[src/rtl/memory_arbiter.sv]
// Purpose : shares one single-ported RAM between an instruction-fetch port and a data port.
// Latency : request seen in IDLE cycle N, ram_done in cycle N+k (k>=1), ready pulse in cycle N+k+1.
// Backpr. : requesters hold their request until their one-cycle ready pulse; RAM stalls via ram_done.
// Ports   : clk/rst (sync, active-high); i_* fetch port; d_* data port; ram_* memory side;
//           state exposes the current ram_state_t encoding.
module memory_arbiter #(
    parameter int STARVE_LIMIT = 4
) (
    input  logic        clk,
    input  logic        rst,
    input  logic        i_req,
    input  logic [31:0] i_addr,
    output logic        i_ready,
    output logic [31:0] i_rdata,
    input  logic        d_ren,
    input  logic        d_wen,
    input  logic [31:0] d_addr,
    input  logic [31:0] d_wdata,
    input  logic [3:0]  d_strobe,
    output logic        d_ready,
    output logic [31:0] d_rdata,
    output logic        ram_ren,
    output logic        ram_wen,
    output logic [31:0] ram_addr,
    output logic [31:0] ram_wdata,
    output logic [3:0]  ram_strobe,
    input  logic [31:0] ram_rdata,
    input  logic        ram_done,
    output logic [1:0]  state
);

    typedef enum logic [1:0] {
        RAM_IDLE = 2'd0,
        RAM_WAIT = 2'd1,
        RAM_DONE = 2'd2
    } ram_state_t;

    localparam int CW = $clog2(STARVE_LIMIT + 1);
    localparam logic [CW-1:0] LIMIT = CW'(STARVE_LIMIT);

    ram_state_t    state_q, state_n;
    logic [CW-1:0] starve_q;
    logic          own_i_q;     // 1: current access belongs to the fetch port
    logic          wr_q;        // 1: current access is a data write
    logic [31:0]   addr_q;
    logic [31:0]   wdata_q;
    logic [3:0]    strobe_q;
    logic [31:0]   i_rdata_q;
    logic [31:0]   d_rdata_q;

    logic d_any;
    logic pick_i;
    logic grant;
    logic in_wait;

    assign d_any = d_ren | d_wen;
    // Data normally wins; the fetch port only overrides once it has been passed over LIMIT times.
    assign pick_i = i_req & (~d_any | (starve_q == LIMIT));

    always_comb begin
        state_n = state_q;
        grant   = 1'b0;
        case (state_q)
            RAM_IDLE: begin
                if (i_req | d_any) begin
                    grant   = 1'b1;
                    state_n = RAM_WAIT;
                end
            end
            RAM_WAIT: begin
                if (ram_done) state_n = RAM_DONE;
            end
            RAM_DONE: state_n = RAM_IDLE;
            default:  state_n = RAM_IDLE;   // unused encoding 3 recovers immediately
        endcase
    end

    always_ff @(posedge clk) begin
        if (rst) begin
            state_q   <= RAM_IDLE;
            starve_q  <= '0;
            own_i_q   <= 1'b0;
            wr_q      <= 1'b0;
            addr_q    <= '0;
            wdata_q   <= '0;
            strobe_q  <= '0;
            i_rdata_q <= '0;
            d_rdata_q <= '0;
        end else begin
            state_q <= state_n;
            if (grant) begin
                own_i_q  <= pick_i;
                // A simultaneous read+write request is served as a write.
                wr_q     <= ~pick_i & d_wen;
                addr_q   <= pick_i ? i_addr : d_addr;
                wdata_q  <= (~pick_i & d_wen) ? d_wdata : 32'd0;
                strobe_q <= (~pick_i & d_wen) ? d_strobe : 4'b1111;
                if (pick_i || !i_req) begin
                    starve_q <= '0;
                end else if (starve_q != LIMIT) begin
                    starve_q <= starve_q + 1'b1;
                end
            end
            if (state_q == RAM_WAIT && ram_done) begin
                if (own_i_q) i_rdata_q <= ram_rdata;
                else         d_rdata_q <= wr_q ? 32'd0 : ram_rdata;
            end
        end
    end

    // RAM side is driven purely from the latched request while waiting, zero otherwise.
    assign in_wait    = (state_q == RAM_WAIT);
    assign ram_ren    = in_wait & ~wr_q;
    assign ram_wen    = in_wait & wr_q;
    assign ram_addr   = in_wait ? addr_q   : 32'd0;
    assign ram_wdata  = in_wait ? wdata_q  : 32'd0;
    assign ram_strobe = in_wait ? strobe_q : 4'd0;

    assign i_ready = (state_q == RAM_DONE) & own_i_q;
    assign d_ready = (state_q == RAM_DONE) & ~own_i_q;
    assign i_rdata = i_rdata_q;
    assign d_rdata = d_rdata_q;
    assign state   = state_q;

endmodule

[config.mk]
export PLATFORM = sky130hd
export DESIGN_NAME = memory_arbiter
export DESIGN_NICKNAME = d
export VERILOG_FILES = /design/src/rtl/memory_arbiter.sv
export SDC_FILE = /design/constraint.sdc
export NUM_CORES = 1
export LEC_CHECK = 0
export CAP_MARGIN = 20
export CORE_MARGIN = 4
export CORE_UTILIZATION = 57
export DETAILED_ROUTE_END_ITERATION = 10
export DONT_BUFFER_PORTS = 1
export PLACE_DENSITY_LB_ADDON = 0.2
export SLEW_MARGIN = 15
export SYNTH_ARGS = -nofsm -noshare
export SYNTH_HDL_FRONTEND = slang
export SYNTH_SLANG_ARGS = --single-unit
[constraint.sdc]
create_clock -name clk -period 1.4 [get_ports clk]
set_input_delay 0.07 -clock clk [delete_from_list [all_inputs] [get_ports clk]]
set_output_delay 0.07 -clock clk [all_outputs]
set_load 0.05 [all_outputs]
==> results.yml <==
run_status:
  status: "finished with violations"
  violations: "negative hold slack, negative setup slack"
worst_hold_path:
  hold_path.class: "in -> reg"
  whs_path_depth: 1
  min_from: "rst"
  whs_endpoint: "i_rdata[10]"
logic_synthesis:
  syn_area_per_cell_um2: 8.11
  synth_ff_type: "dfxtp_1"
  synth_commonest_cells: "dfxtp_1, a21oi_1, nand2_1"
  yosysSeqAreaShare_pct: 45.7
  syn-cell-area_um2: 6090
  yosysTopAreaCellShare_pct: 45.7
  synth_top_area_cell: "dfxtp_1"
  synth-warning-count: 0
  syn_nets: 891
  yosysMostFrequentCell: "dfxtp_1"
  ys_ff_latch: 139
  netlist_instances: 751
  synth_cell_types: 37
  synth-edff-count: 0
  postSynth.asyncResetShare_pct: 0
  synthTopCellsByArea: "dfxtp_1, a21oi_1, and2_1"
power_and_ir_drop:
  totalPowerFinal_w: 0.0118
  leakagePower_nw: 3.50
  powerDensity_nw_per_um2: 1230
  ir_drop_uv: 993
cts:
  ctsHoldBuffers: 6
  cts-buffers-inserted: 17
  clock_path_buffers: 2
  root_buffer: "clkbuf_8"
  clkTransAtPathRegs_ps: 60
  insertion_delay_ps: 540
  cts.sinks: 139
  h-tree-depth: 4
  cts_tree: "yes"
detailed_routing:
  vias: 7054
  dr.pass1.iters: 8
  vias_per_cell: 7.00
  route.detailed.drc: 0
  routed_wl_um: 27900
  drt_iter0_markers: 950
  postRouteAntennaNets: 0
  wl_per_cell_um: 27.7
setup_path:
  regToRegSetupSlack_ps: -340
  rr_worst_depth: 8
  path_common_cell: "buf_12"
  cp_num_buf_inv: 5
  crit_type: "reg -> reg"
  r2r-end: "wdata_q[7]"
  max_stage_delay_ps: 350
  r2r-start: "state[0]"
  cp_top_family: "buffers and inverters"
  arrival_ps: 2150
  crit_required_ps: 1810
  slowest_stage: "dfxtp_4"
  path_cells: "buf_4 > buf_12 > buf_4 > or2_4 > buf_12 > buf_12 > o21ai_2 > a21oi_1"
  path_max_fanout: 6
  startpoint_type: "flop"
  end_kind: "flop"
sta:
  slew_headroom_pct: 53.4
  hold_ws_ps: -381
  worst_pin_slew_ps: 699
  slew_violations: 0
  fin_ws_ps: -337
  fin_skew_ps: 12.8
  hold_viol: 133
  setup_tns_ps: -50380
  setup_viol: 212
  period_share_pct: 124
  period_minus_slack_ps: 1740
  rsz0062_at_grt: "true"
  fmax_mhz: 576
global_routing:
  antenna_found_initial: 2
  grt_overflow: 0
  grt_pass1_vias: 6223
  grt_usage_pct: 34.6
  grt_pass1_wl_um: 34400
  grt_start_max_net_pins: 135
layout:
  area_growth_pct: 56.7
  instances_no_fill: 1007
  fin_area_um2: 9540
  fin_util_pct: 92.0
  layout-drive-gt1-share_pct: 47.1
  final_net_count: 996
placement:
  portBuffers: 0
  hpwlAfterDp_um: 12100
  dpl-instance-area_um2: 6950
  placedCellCount: 904
  gp_congestion: 0.836
flow_run:
  drv_cap: 0
floorplan:
  start_util_pct: 58.7
  die_area_um2: 12400
  fp-row-count: 37
  fp.dieW_um: 111
  dieHeight_um: 111
  core-area_um2: 10400
  ios: 276
[worst register-to-register path, delay by kind of cell (launching register included)]
kind	cells	cell delay (ps)
AND/OR/NAND/NOR	1	260
flip-flops	1	350
AO/OA/AOI/OAI	2	280
buffers and inverters	5	730
[cells in the final DEF, fill, tap and decap left out, drive strengths merged, types with 2 or more instances in the layout]
master	n
nand3	66
nand3b	32
nor3b	3
nand4	2
nand2	97
o221a	4
clkbuf	31
a21oi	133
a311oi	32
and2	69
o21ai	69
nor2	4
buf	147
clkinv	5
clkinvlp	2
diode	2
inv	9
dlygate4sd3	6
dfxtp	139
ha	2
[metal layers]
metal | share of wire [%] | vias up | track usage [%]
met5 | 0 | - | 0
met4 | 6.4 | 0 | 17.0
met3 | 11 | 175 | 10.3
met2 | 49 | 634 | 58.5
met1 | 34 | 3360 | 39.9
li1 | - | 2885 | -
[power by group]
part / leakage [nW] / total [W] / internal (W) / switching, W
combinational: 2.08 / 0.00288 / 0.00127 / 0.00162
clock: 0.283 / 0.00450 / 0.00256 / 0.00195
sequential: 1.14 / 0.00438 / 0.00419 / 0.000189
[registers in the layout, indices dropped and copies added (netlist names)]
| signal | cells |
|---|---|
| starve_q | 3 |
| d_rdata | 32 |
| wr_q | 1 |
| own_i_q | 1 |
| wdata_q | 32 |
| i_rdata | 32 |
| strobe_q | 4 |
| state | 2 |
| addr_q | 32 |
[final cells by class]
| class | instances | area (um2) |
|---|---|---|
| Timing Repair Buffer | 165 | 2180 |
| Inverter | 4 | 15.0 |
| Fill cell | 377 | 831 |
| Clock inverter | 13 | 131 |
| Clock buffer | 19 | 453 |
| Tap cell | 136 | 170 |
| Antenna cell | 2 | 5.00 |
| Multi-Input combinational cell | 529 | 3790 |
| Sequential cell | 139 | 2790 |
[cells by family after synthesis]
group,count (synthesis),share of synthesized area (%)
AND/OR/NAND/NOR,285,25.1
AO/OA/AOI/OAI,242,22.7
flip-flops,139,45.7
buffers and inverters,83,6.08
adder cells (fa/ha/maj),2,0.411
[how the worst max path moves through the flow]
stage                start            to  slack [ps]  depth (start not counted)
2_1_floorplan     state[0]   ram_addr[0]         -60                          4
3_3_place_gp   starve_q[0]    addr_q[30]          -5                          6
3_5_place_dp   starve_q[0]    addr_q[22]        -110                          6
4_1_cts           state[0]  ram_addr[21]        -310                          5
5_1_grt           state[0]    addr_q[22]        -390                          8
6_report          state[0]    wdata_q[7]        -340                          8
[timing repair]
item | CTS | global route
cloned | 15 | 16
buffers inserted | 25 | 12
pin swaps | 136 | 70
endpoints found under the hold margin | 139 | 133
gates resized for setup | 179 | 131
endpoints found under the setup margin | 104 | 211
[stage by stage]
stage | hold WS [ps] | setup WS [ps]
CTS | -396 | -307
global placement | 150 | -5.28
detailed placement | 154 | -115
global route | -398 | -389
finish | -381 | -337
floorplan | 206 | -56.6
Power figures use the tool's default switching activity.
